===== config.mk =====
export PLATFORM = sky130hd
export DESIGN_NAME = ysyx_2022040010_exe_mem_buf
export DESIGN_NICKNAME = d
export VERILOG_FILES = /design/src/rtl/ysyx_2022040010_exe_mem_buf.sv
export SDC_FILE = /design/constraint.sdc
export NUM_CORES = 1
export LEC_CHECK = 0
export BUFFER_PORTS_ARGS = -buffer_cell sky130_fd_sc_hd__buf_2
export CAP_MARGIN = 10
export CORE_AREA = 8 8 220 222
export DETAILED_ROUTE_END_ITERATION = 8
export DIE_AREA = 0 0 228 230
export GPL_ROUTABILITY_DRIVEN = 0
export PLACE_DENSITY_LB_ADDON = 0.25
export SLEW_MARGIN = 20
export SYNTH_ARGS = -nofsm -noshare
export SYNTH_HDL_FRONTEND = slang
export SYNTH_SLANG_ARGS = --single-unit

===== constraint.sdc =====
create_clock -name clk -period 1.7 [get_ports clk]
set_input_delay 0.17 -clock clk [delete_from_list [all_inputs] [get_ports clk]]
set_output_delay 0.17 -clock clk [all_outputs]
set_load 0.02 [all_outputs]

===== src/rtl/ysyx_2022040010_exe_mem_buf.sv =====
// EX->MEM pipeline buffer: 2-entry skid (head H + skid S) carrying the ALU result and sideband fields.
// Latency: 1 cycle from accept to mem_* when EMPTY or when ONE pops in the same cycle; 1 entry/cycle throughput.
// Backpressure: ex_ready is a pure register (low only in TWO); mem_ready only reaches state/data flops.
//
// Ports: clk/rst_n (async active-low); ex_* = EX-side instruction under ex_valid/ex_alu_over/ex_ready;
//        mem_* = head entry under mem_valid/mem_ready; flush kills everything; fwd_* = per-entry
//        forwarding view {skid, head}; stall_cnt = saturating count of mem_valid & ~mem_ready cycles.
// Optional feature macro: YSYX_2022040010_EXM_FWD_EN (undefined -> fwd_* tied to 0).
module ysyx_2022040010_exe_mem_buf #(
    parameter int DATA_W = 64,
    parameter int PC_W   = 64,
    parameter int CNT_W  = 32
) (
    input  logic                clk,
    input  logic                rst_n,
    input  logic                ex_valid,
    input  logic                ex_alu_over,
    output logic                ex_ready,
    input  logic [DATA_W-1:0]   ex_alu_result,
    input  logic [PC_W-1:0]     ex_pc,
    input  logic [4:0]          ex_rd,
    input  logic                ex_rd_wen,
    input  logic                ex_mem_ren,
    input  logic                ex_mem_wen,
    input  logic [2:0]          ex_mem_size,
    input  logic [DATA_W-1:0]   ex_store_data,
    input  logic                flush,
    output logic                mem_valid,
    input  logic                mem_ready,
    output logic [DATA_W-1:0]   mem_alu_result,
    output logic [PC_W-1:0]     mem_pc,
    output logic [4:0]          mem_rd,
    output logic                mem_rd_wen,
    output logic                mem_mem_ren,
    output logic                mem_mem_wen,
    output logic [2:0]          mem_mem_size,
    output logic [DATA_W-1:0]   mem_store_data,
    output logic [1:0]          fwd_valid,
    output logic [9:0]          fwd_rd,
    output logic [2*DATA_W-1:0] fwd_data,
    output logic [CNT_W-1:0]    stall_cnt
);

    typedef struct packed {
        logic [DATA_W-1:0] alu_result;
        logic [PC_W-1:0]   pc;
        logic [4:0]        rd;
        logic              rd_wen;
        logic              mem_ren;
        logic              mem_wen;
        logic [2:0]        mem_size;
        logic [DATA_W-1:0] store_data;
    } entry_t;

    typedef enum logic [1:0] {
        ST_EMPTY = 2'd0,
        ST_ONE   = 2'd1,
        ST_TWO   = 2'd2
    } state_t;

    state_t           r_state;
    state_t           w_state_nxt;
    logic             r_ex_ready;
    entry_t           r_head;
    entry_t           r_skid;
    entry_t           w_in;
    logic             w_accept;
    logic             w_pop;
    logic             w_ld_head_in;
    logic             w_ld_skid_in;
    logic             w_ld_head_skid;
    logic [CNT_W-1:0] r_stall_cnt;

    assign w_in = '{alu_result: ex_alu_result, pc: ex_pc, rd: ex_rd, rd_wen: ex_rd_wen,
                    mem_ren: ex_mem_ren, mem_wen: ex_mem_wen, mem_size: ex_mem_size,
                    store_data: ex_store_data};

    assign mem_valid = (r_state != ST_EMPTY);
    assign ex_ready  = r_ex_ready;
    // An instruction is only taken once the ALU has finished; flush discards the incoming one.
    assign w_accept  = ex_valid & ex_alu_over & r_ex_ready & ~flush;
    assign w_pop     = mem_valid & mem_ready;

    always_comb begin
        w_state_nxt    = r_state;
        w_ld_head_in   = 1'b0;
        w_ld_skid_in   = 1'b0;
        w_ld_head_skid = 1'b0;
        if (flush) begin
            // A pop in this cycle still completed on the MEM side; nothing else survives.
            w_state_nxt = ST_EMPTY;
        end else begin
            case (r_state)
                ST_EMPTY: begin
                    if (w_accept) begin
                        w_state_nxt  = ST_ONE;
                        w_ld_head_in = 1'b1;
                    end
                end
                ST_ONE: begin
                    if (w_accept && w_pop) begin
                        w_ld_head_in = 1'b1;
                    end else if (w_accept) begin
                        w_state_nxt  = ST_TWO;
                        w_ld_skid_in = 1'b1;
                    end else if (w_pop) begin
                        w_state_nxt = ST_EMPTY;
                    end
                end
                ST_TWO: begin
                    if (w_pop) begin
                        w_state_nxt    = ST_ONE;
                        w_ld_head_skid = 1'b1;
                    end
                end
                default: w_state_nxt = ST_EMPTY;
            endcase
        end
    end

    always_ff @(posedge clk or negedge rst_n) begin
        if (!rst_n) begin
            r_state    <= ST_EMPTY;
            r_ex_ready <= 1'b1;
            r_head     <= '0;
            r_skid     <= '0;
        end else begin
            r_state    <= w_state_nxt;
            // Ready is derived from the next state so it never depends combinationally on mem_ready.
            r_ex_ready <= (w_state_nxt != ST_TWO);
            if (w_ld_head_in) begin
                r_head <= w_in;
            end else if (w_ld_head_skid) begin
                r_head <= r_skid;
            end
            if (w_ld_skid_in) begin
                r_skid <= w_in;
            end
        end
    end

    // Saturating stall counter; deliberately survives flush.
    always_ff @(posedge clk or negedge rst_n) begin
        if (!rst_n) begin
            r_stall_cnt <= '0;
        end else if (mem_valid && !mem_ready && (r_stall_cnt != {CNT_W{1'b1}})) begin
            r_stall_cnt <= r_stall_cnt + CNT_W'(1);
        end
    end

    assign stall_cnt      = r_stall_cnt;
    assign mem_alu_result = r_head.alu_result;
    assign mem_pc         = r_head.pc;
    assign mem_rd         = r_head.rd;
    assign mem_rd_wen     = r_head.rd_wen;
    assign mem_mem_ren    = r_head.mem_ren;
    assign mem_mem_wen    = r_head.mem_wen;
    assign mem_mem_size   = r_head.mem_size;
    assign mem_store_data = r_head.store_data;

`ifdef YSYX_2022040010_EXM_FWD_EN
    // Loads cannot forward yet (data not loaded); x0 is never a real destination.
    assign fwd_valid[0] = (r_state != ST_EMPTY) & r_head.rd_wen & ~r_head.mem_ren & (r_head.rd != 5'd0);
    assign fwd_valid[1] = (r_state == ST_TWO)   & r_skid.rd_wen & ~r_skid.mem_ren & (r_skid.rd != 5'd0);
    assign fwd_rd       = {r_skid.rd, r_head.rd};
    assign fwd_data     = {r_skid.alu_result, r_head.alu_result};
`else
    assign fwd_valid = '0;
    assign fwd_rd    = '0;
    assign fwd_data  = '0;
`endif

endmodule


Word-level counts from Yosys, hierarchy flattened
Cells that the tools add are included.
W data, S select, Z words.
{"block": "totals", "output_inout_bits": 377, "word_cells": 55, "ff_bits": 441}
{"block": "classes", "reduce_logical": 7, "n_bitwise": 5, "n_eq_ne": 4, "n_mux": 19, "addsub": 1}
{"operator": "$mux W203", "count": 2}
{"operator": "$add A32 B1 Y32 const B", "count": 1}
{"operator": "$ne A32 B32 Y1 const B", "count": 1}
{"operator": "$mux W2", "count": 6}
{"operator": "$mux W1", "count": 9}
{"operator": "$pmux W2 S3", "count": 1}
{"operator": "$and A1 B1 Y1", "count": 4}
{"operator": "$reduce_bool A2 Y1", "count": 2}
{"operator": "$logic_and A1 B1 Y1", "count": 3}
{"operator": "$eq A2 B1 Y1 const B", "count": 1}
{"operator": "$eq A2 B2 Y1 const B", "count": 1}
{"operator": "$logic_not A2 Y1", "count": 1}
{"operator": "$ne A2 B2 Y1 const B", "count": 1}
{"operator": "$pmux W1 S2", "count": 1}
{"operator": "$logic_not A1 Y1", "count": 1}
{"operator": "$not A1 Y1", "count": 1}

Logic depth before layout (Yosys ltp)
{"block": "logic_depth", "ltp_word": 8, "ltp_mapped": 9}

Worst setup path before layout
Ideal clock, no wire load.
{"block": "synth_path", "path_kind": "flip-flop to flip-flop", "start": "reg r_stall_cnt[0], in the netlist stall_cnt[0]", "end": "reg r_stall_cnt[1], in the netlist stall_cnt[1]", "stages_incl_launch_ff": 6, "arrival_ps": 1698, "path_buffers": 0, "path_slack_ps": -123, "cell_sequence": "dfrtp_1 -> ha_1 -> nand4_1 -> nor4_4 -> a21oi_2 -> mux2_2"}
{"block": "synth_via", "elab_chain_len": 2}
{"element": "start: declaration", "line": "72", "source": "logic [CNT_W-1:0] r_stall_cnt;"}
{"element": "start signal: assignment", "line": "147", "source": "r_stall_cnt <= r_stall_cnt + CNT_W'(1);"}
{"element": "parallel branches: the longest is 2 deep, another holds $add A32 B1 Y32"}
Several ways; the timed one is not identified.
A chain may end at the register's enable or synchronous reset.

Final worst setup path
{"block": "layout_path", "start": "reg r_state[0]", "end": "reg r_head (netlist bit mem_pc[29])"}
{"block": "layout_via", "elab_chain_len": 7}
{"element": "start: declaration", "line": "61", "source": "state_t r_state;"}
{"element": "start signal: assignment", "line": "128", "source": "r_state <= w_state_nxt;"}
{"element": "$reduce_bool A2 Y1", "line": "78", "source": "assign mem_valid = (r_state != ST_EMPTY);"}
{"element": "$and A1 B1 Y1", "line": "82", "source": "assign w_pop = mem_valid & mem_ready;"}
{"element": "$logic_and A1 B1 Y1", "line": "101", "source": "if (w_accept && w_pop) begin"}
{"element": "$mux W1", "line": "101"}
{"element": "$pmux W1 S2", "line": "93", "source": "case (r_state)"}
{"element": "$mux W1", "line": "89", "source": "if (flush) begin"}
{"element": "$mux W203 / $reduce_bool A2 Y1 (equally long branches)"}
{"element": "end signal: assignment", "line": "132", "source": "r_head <= w_in;"}
{"element": "end signal: assignment", "line": "134", "source": "r_head <= r_skid;"}
{"element": "end: declaration", "line": "64", "source": "entry_t r_head;"}
Several ways; a longest one is shown, not always the timed one.

==> flow_summary.yaml <==
critical_path:
  worstReg2RegStart: "r_state[0]"
  crit_path_dat_ps: 2190
  crit_path_max_fanout: 9
  crit_path_start_kind: "flop"
  crit_top_cell: "sky130_fd_sc_hd__buf_16"
  end_kind: "flop"
  critPathSlowestCell: "sky130_fd_sc_hd__dfrtp_1"
  cpPeakStageDelay_ps: 400
  worstReg2RegEnd: "mem_pc[29]"
  worst_ep_required_ps: 2140
  worstPathCellList: "inv_2, and3_4, nor2b_4, buf_12, buf_16, buf_16, mux2i_2, o21ai_1"
  reg2reg_setup_slack_ps: -50
  r2r_cells: 8
  setup.worst_path.class: "reg2reg"
grt:
  globalRoute.totalOverflow: 0
  grt_usage: 0.201
  number_of_global_route_vias_before_repair: 16000
  grt_max_degree: 54
  grt_antenna_before_repair: 3
  grt_pass1_wl_um: 87100
layout:
  final_util: 0.610
  highest_count_cells_in_the_layout_ignoring_fill_and_taps: "sky130_fd_sc_hd__buf_2 (443), sky130_fd_sc_hd__dfrtp_1 (422), sky130_fd_sc_hd__nand2_1 (212)"
  final_common_cell: "sky130_fd_sc_hd__buf_2"
  seq_area_mm2: 0.0111
  num-nets-final: 2585
  nFillCells: 3479
  finish.cell_count_without_fillers: 3016
  multi_input_gate_area_mm2: 0.00766
  area_growth_syn_to_layout_pct: 39.8
  drive_gt1_frac: 0.386
  design_area_mm2: 0.0274
worst_hold_path:
  min_to: "r_state[0]"
  worst_hold_path.num_cells: 4
  min_delay_worst_type: "in2reg"
  hold_path_startpoint: "ex_valid"
synthesis:
  yosys_warnings: 0
  synth-seq-cells: 441
  synth-edff-count: 0
  syn-cell-area_mm2: 0.0196
  syn_area_per_cell_um2: 12.1
  post_synth_num_cell_types: 40
  syn-instance-count: 1618
  synth-main-ff-cell: "sky130_fd_sc_hd__dfrtp_1"
  ys_async_sr_fraction: 1.00
  synth_sequential_area_ratio: 0.563
sta:
  max_freq_ghz: 0.571
  finalHoldViolCount: 0
  layout_worst_path_cycle_share: 1.03
  timing_max_transition_violations_final: 0
  grt_setup_unrepaired: "yes"
  clock_skew_ps: 15.2
  setup_viol: 188
  finalWorstSetupSlack_ps: -52.4
  period_minus_slack_ps: 1750
run_status:
  outcome: "finished, violations left"
  violations: "negative setup slack"
floorplanning:
  floorplan.core_area_mm2: 0.0449
  overall_die_area_mm2: 0.0524
  die_h_um: 230
  floorplan.io_pins: 586
  start_util: 0.436
  floorplan.rows: 78
  die_width_um: 228
place:
  dpl.cell_count: 2685
  post_dp_cell_area_mm2: 0.0229
  port-buffer-count: 445
  dp_hpwl_um: 37900
clock_network:
  clkLatencyLatePin_ps: 560
  cts.sinks: 441
  cts_tree: "yes"
  clockRootBuffer: "sky130_fd_sc_hd__clkbuf_16"
  ctsLongestPathBuffers: 3
  htree_levels: 2
  numCtsBuffers: 46
  clkSlewWorstSetupHoldPaths_ps: 60
drt:
  firstDrtPassIters: 7
  routedWlPerCell_um: 18.4
  postRouteWirelength_um: 55500
  antenna_violating_nets_post_route: 0
  post_drt_via_cell_ratio: 4.80
  drt_drc_violations_left: 0
  route.vias.total: 14500
  dr.first_iter.drc_count: 889
power_and_ir_drop:
  worst_voltage_drop_across_the_vdd_grid_uv: 885
  power.static_leakage_nw: 13.0
  power_per_cell_area_mw_per_mm2: 1080
job:
  maxCapViolations: 0
[worst max-delay path by stage]
| stage | cells after the start | endpoint | slack, ps | startpoint |
|---|---|---|---|---|
| 3_5_place_dp | 7 | mem_store_data[6] | -60 | r_state[0] |
| 3_3_place_gp | 6 | r_skid[74] | -10 | ex_ready |
| 4_1_cts | 5 | stall_cnt[31] | -60 | stall_cnt[6] |
| 5_1_grt | 6 | stall_cnt[31] | -130 | stall_cnt[18] |
| 2_1_floorplan | 4 | stall_cnt[1] | -10 | stall_cnt[28] |
| 6_report | 8 | mem_pc[29] | -50 | r_state[0] |
[worst max-delay path, delay by kind of cell, from the launching register on]
| family | cells | cell delay, ps |
|---|---|---|
| compound gates | 1 | 90 |
| simple gates | 2 | 320 |
| flops | 1 | 400 |
| buf+inv | 4 | 530 |
| mux | 1 | 250 |
[where the power goes]
| part | total, W | internal, W | switching [W] |
|---|---|---|---|
| combinational | 0.00592 | 0.00252 | 0.00340 |
| sequential | 0.0133 | 0.0123 | 0.00103 |
| clock | 0.0105 | 0.00634 | 0.00413 |
| total | 0.0297 | 0.0211 | 0.00856 |
[per-stage QoR]
step	setup slack, ps	setup TNS (ps)	hold slack [ps]	total power (W)
after floorplan	-13.8	-656	-126	0.0166
after global placement	-12.1	-586	121	0.0186
after detailed placement	-62.8	-4160	125	0.0188
after CTS	-58.2	-1000	56.4	0.0298
after global routing	-130	-26190	107	0.0310
final	-52.4	-3360	107	0.0297
[repair_timing]
| action | CTS | global route |
|---|---|---|
| setup buffers | 6 | 19 |
| resized for setup | 67 | 96 |
| gates cloned | 4 | 8 |
| hold buffers | 206 | 0 |
| pin swaps | 2 | 20 |
| endpoints found under the hold margin | 818 | 0 |
| endpoints found under the setup margin | 260 | 390 |
[cells by family after synthesis]
kind of cell             share of synthesized area
flip-flops                                   0.563
multiplexers                                 0.221
AND/OR/NAND/NOR                             0.0642
buffers and inverters                       0.0809
AO/OA/AOI/OAI                               0.0564
XOR/XNOR                                    0.0130
adder cells (fa/ha/maj)                   0.000638
other                                     0.000191
[routing by layer]
layer	up-vias	GRT usage	routed length, µm
met1	7122	0.236	22300
met5	-	0	0
met2	419	0.341	27700
li1	6803	-	-
met3	142	0.0489	3060
met4	0	0.0987	2440
[cell usage after synthesis, types with 2 or more instances]
| cell | count | area (µm²) |
|---|---|---|
| sky130_fd_sc_hd__clkbuf_1 | 27 | 101 |
| sky130_fd_sc_hd__nand3_1 | 14 | 70.1 |
| sky130_fd_sc_hd__a21oi_1 | 4 | 20.0 |
| sky130_fd_sc_hd__buf_6 | 10 | 113 |
| sky130_fd_sc_hd__o21ai_0 | 204 | 1020 |
| sky130_fd_sc_hd__buf_4 | 151 | 1130 |
| sky130_fd_sc_hd__nor2_1 | 13 | 48.8 |
| sky130_fd_sc_hd__nand4_1 | 14 | 87.6 |
| sky130_fd_sc_hd__xnor2_1 | 18 | 158 |
| sky130_fd_sc_hd__inv_1 | 5 | 18.8 |
| sky130_fd_sc_hd__and3_1 | 7 | 43.8 |
| sky130_fd_sc_hd__and2_1 | 2 | 12.5 |
| sky130_fd_sc_hd__nor3_1 | 2 | 10.0 |
| sky130_fd_sc_hd__nor2b_1 | 2 | 12.5 |
| sky130_fd_sc_hd__buf_2 | 43 | 215 |
| sky130_fd_sc_hd__a21oi_2 | 2 | 17.5 |
| sky130_fd_sc_hd__xor2_1 | 11 | 96.3 |
| sky130_fd_sc_hd__nand2_1 | 216 | 811 |
| sky130_fd_sc_hd__mux2_2 | 204 | 2300 |
| sky130_fd_sc_hd__mux2i_1 | 204 | 2040 |
| sky130_fd_sc_hd__a31oi_1 | 2 | 12.5 |
| sky130_fd_sc_hd__nor4_4 | 3 | 63.8 |
| sky130_fd_sc_hd__nand4b_1 | 2 | 17.5 |
| sky130_fd_sc_hd__and4_1 | 3 | 26.3 |
| sky130_fd_sc_hd__dfrtp_1 | 440 | 11000 |
[area by class of cell]
type | instances | area share
Sequential cell | 441 | 0.404
Multi-Input combinational cell | 1079 | 0.279
Timing Repair Buffer | 801 | 0.230
Clock buffer | 65 | 0.0483
Tap cell | 600 | 0.0274
Clock inverter | 20 | 0.00941
Inverter | 6 | 0.000822
Antenna cell | 4 | 0.000365
[flip-flops by register name (all words and copies together) (netlist names)]
signal	count
ex_ready	1
mem_alu_result	64
mem_mem_ren	1
mem_mem_size	3
mem_mem_wen	1
mem_pc	64
mem_rd	5
mem_rd_wen	1
mem_store_data	64
r_skid	203
r_state	2
stall_cnt	32
Power figures use the tool's default switching activity.
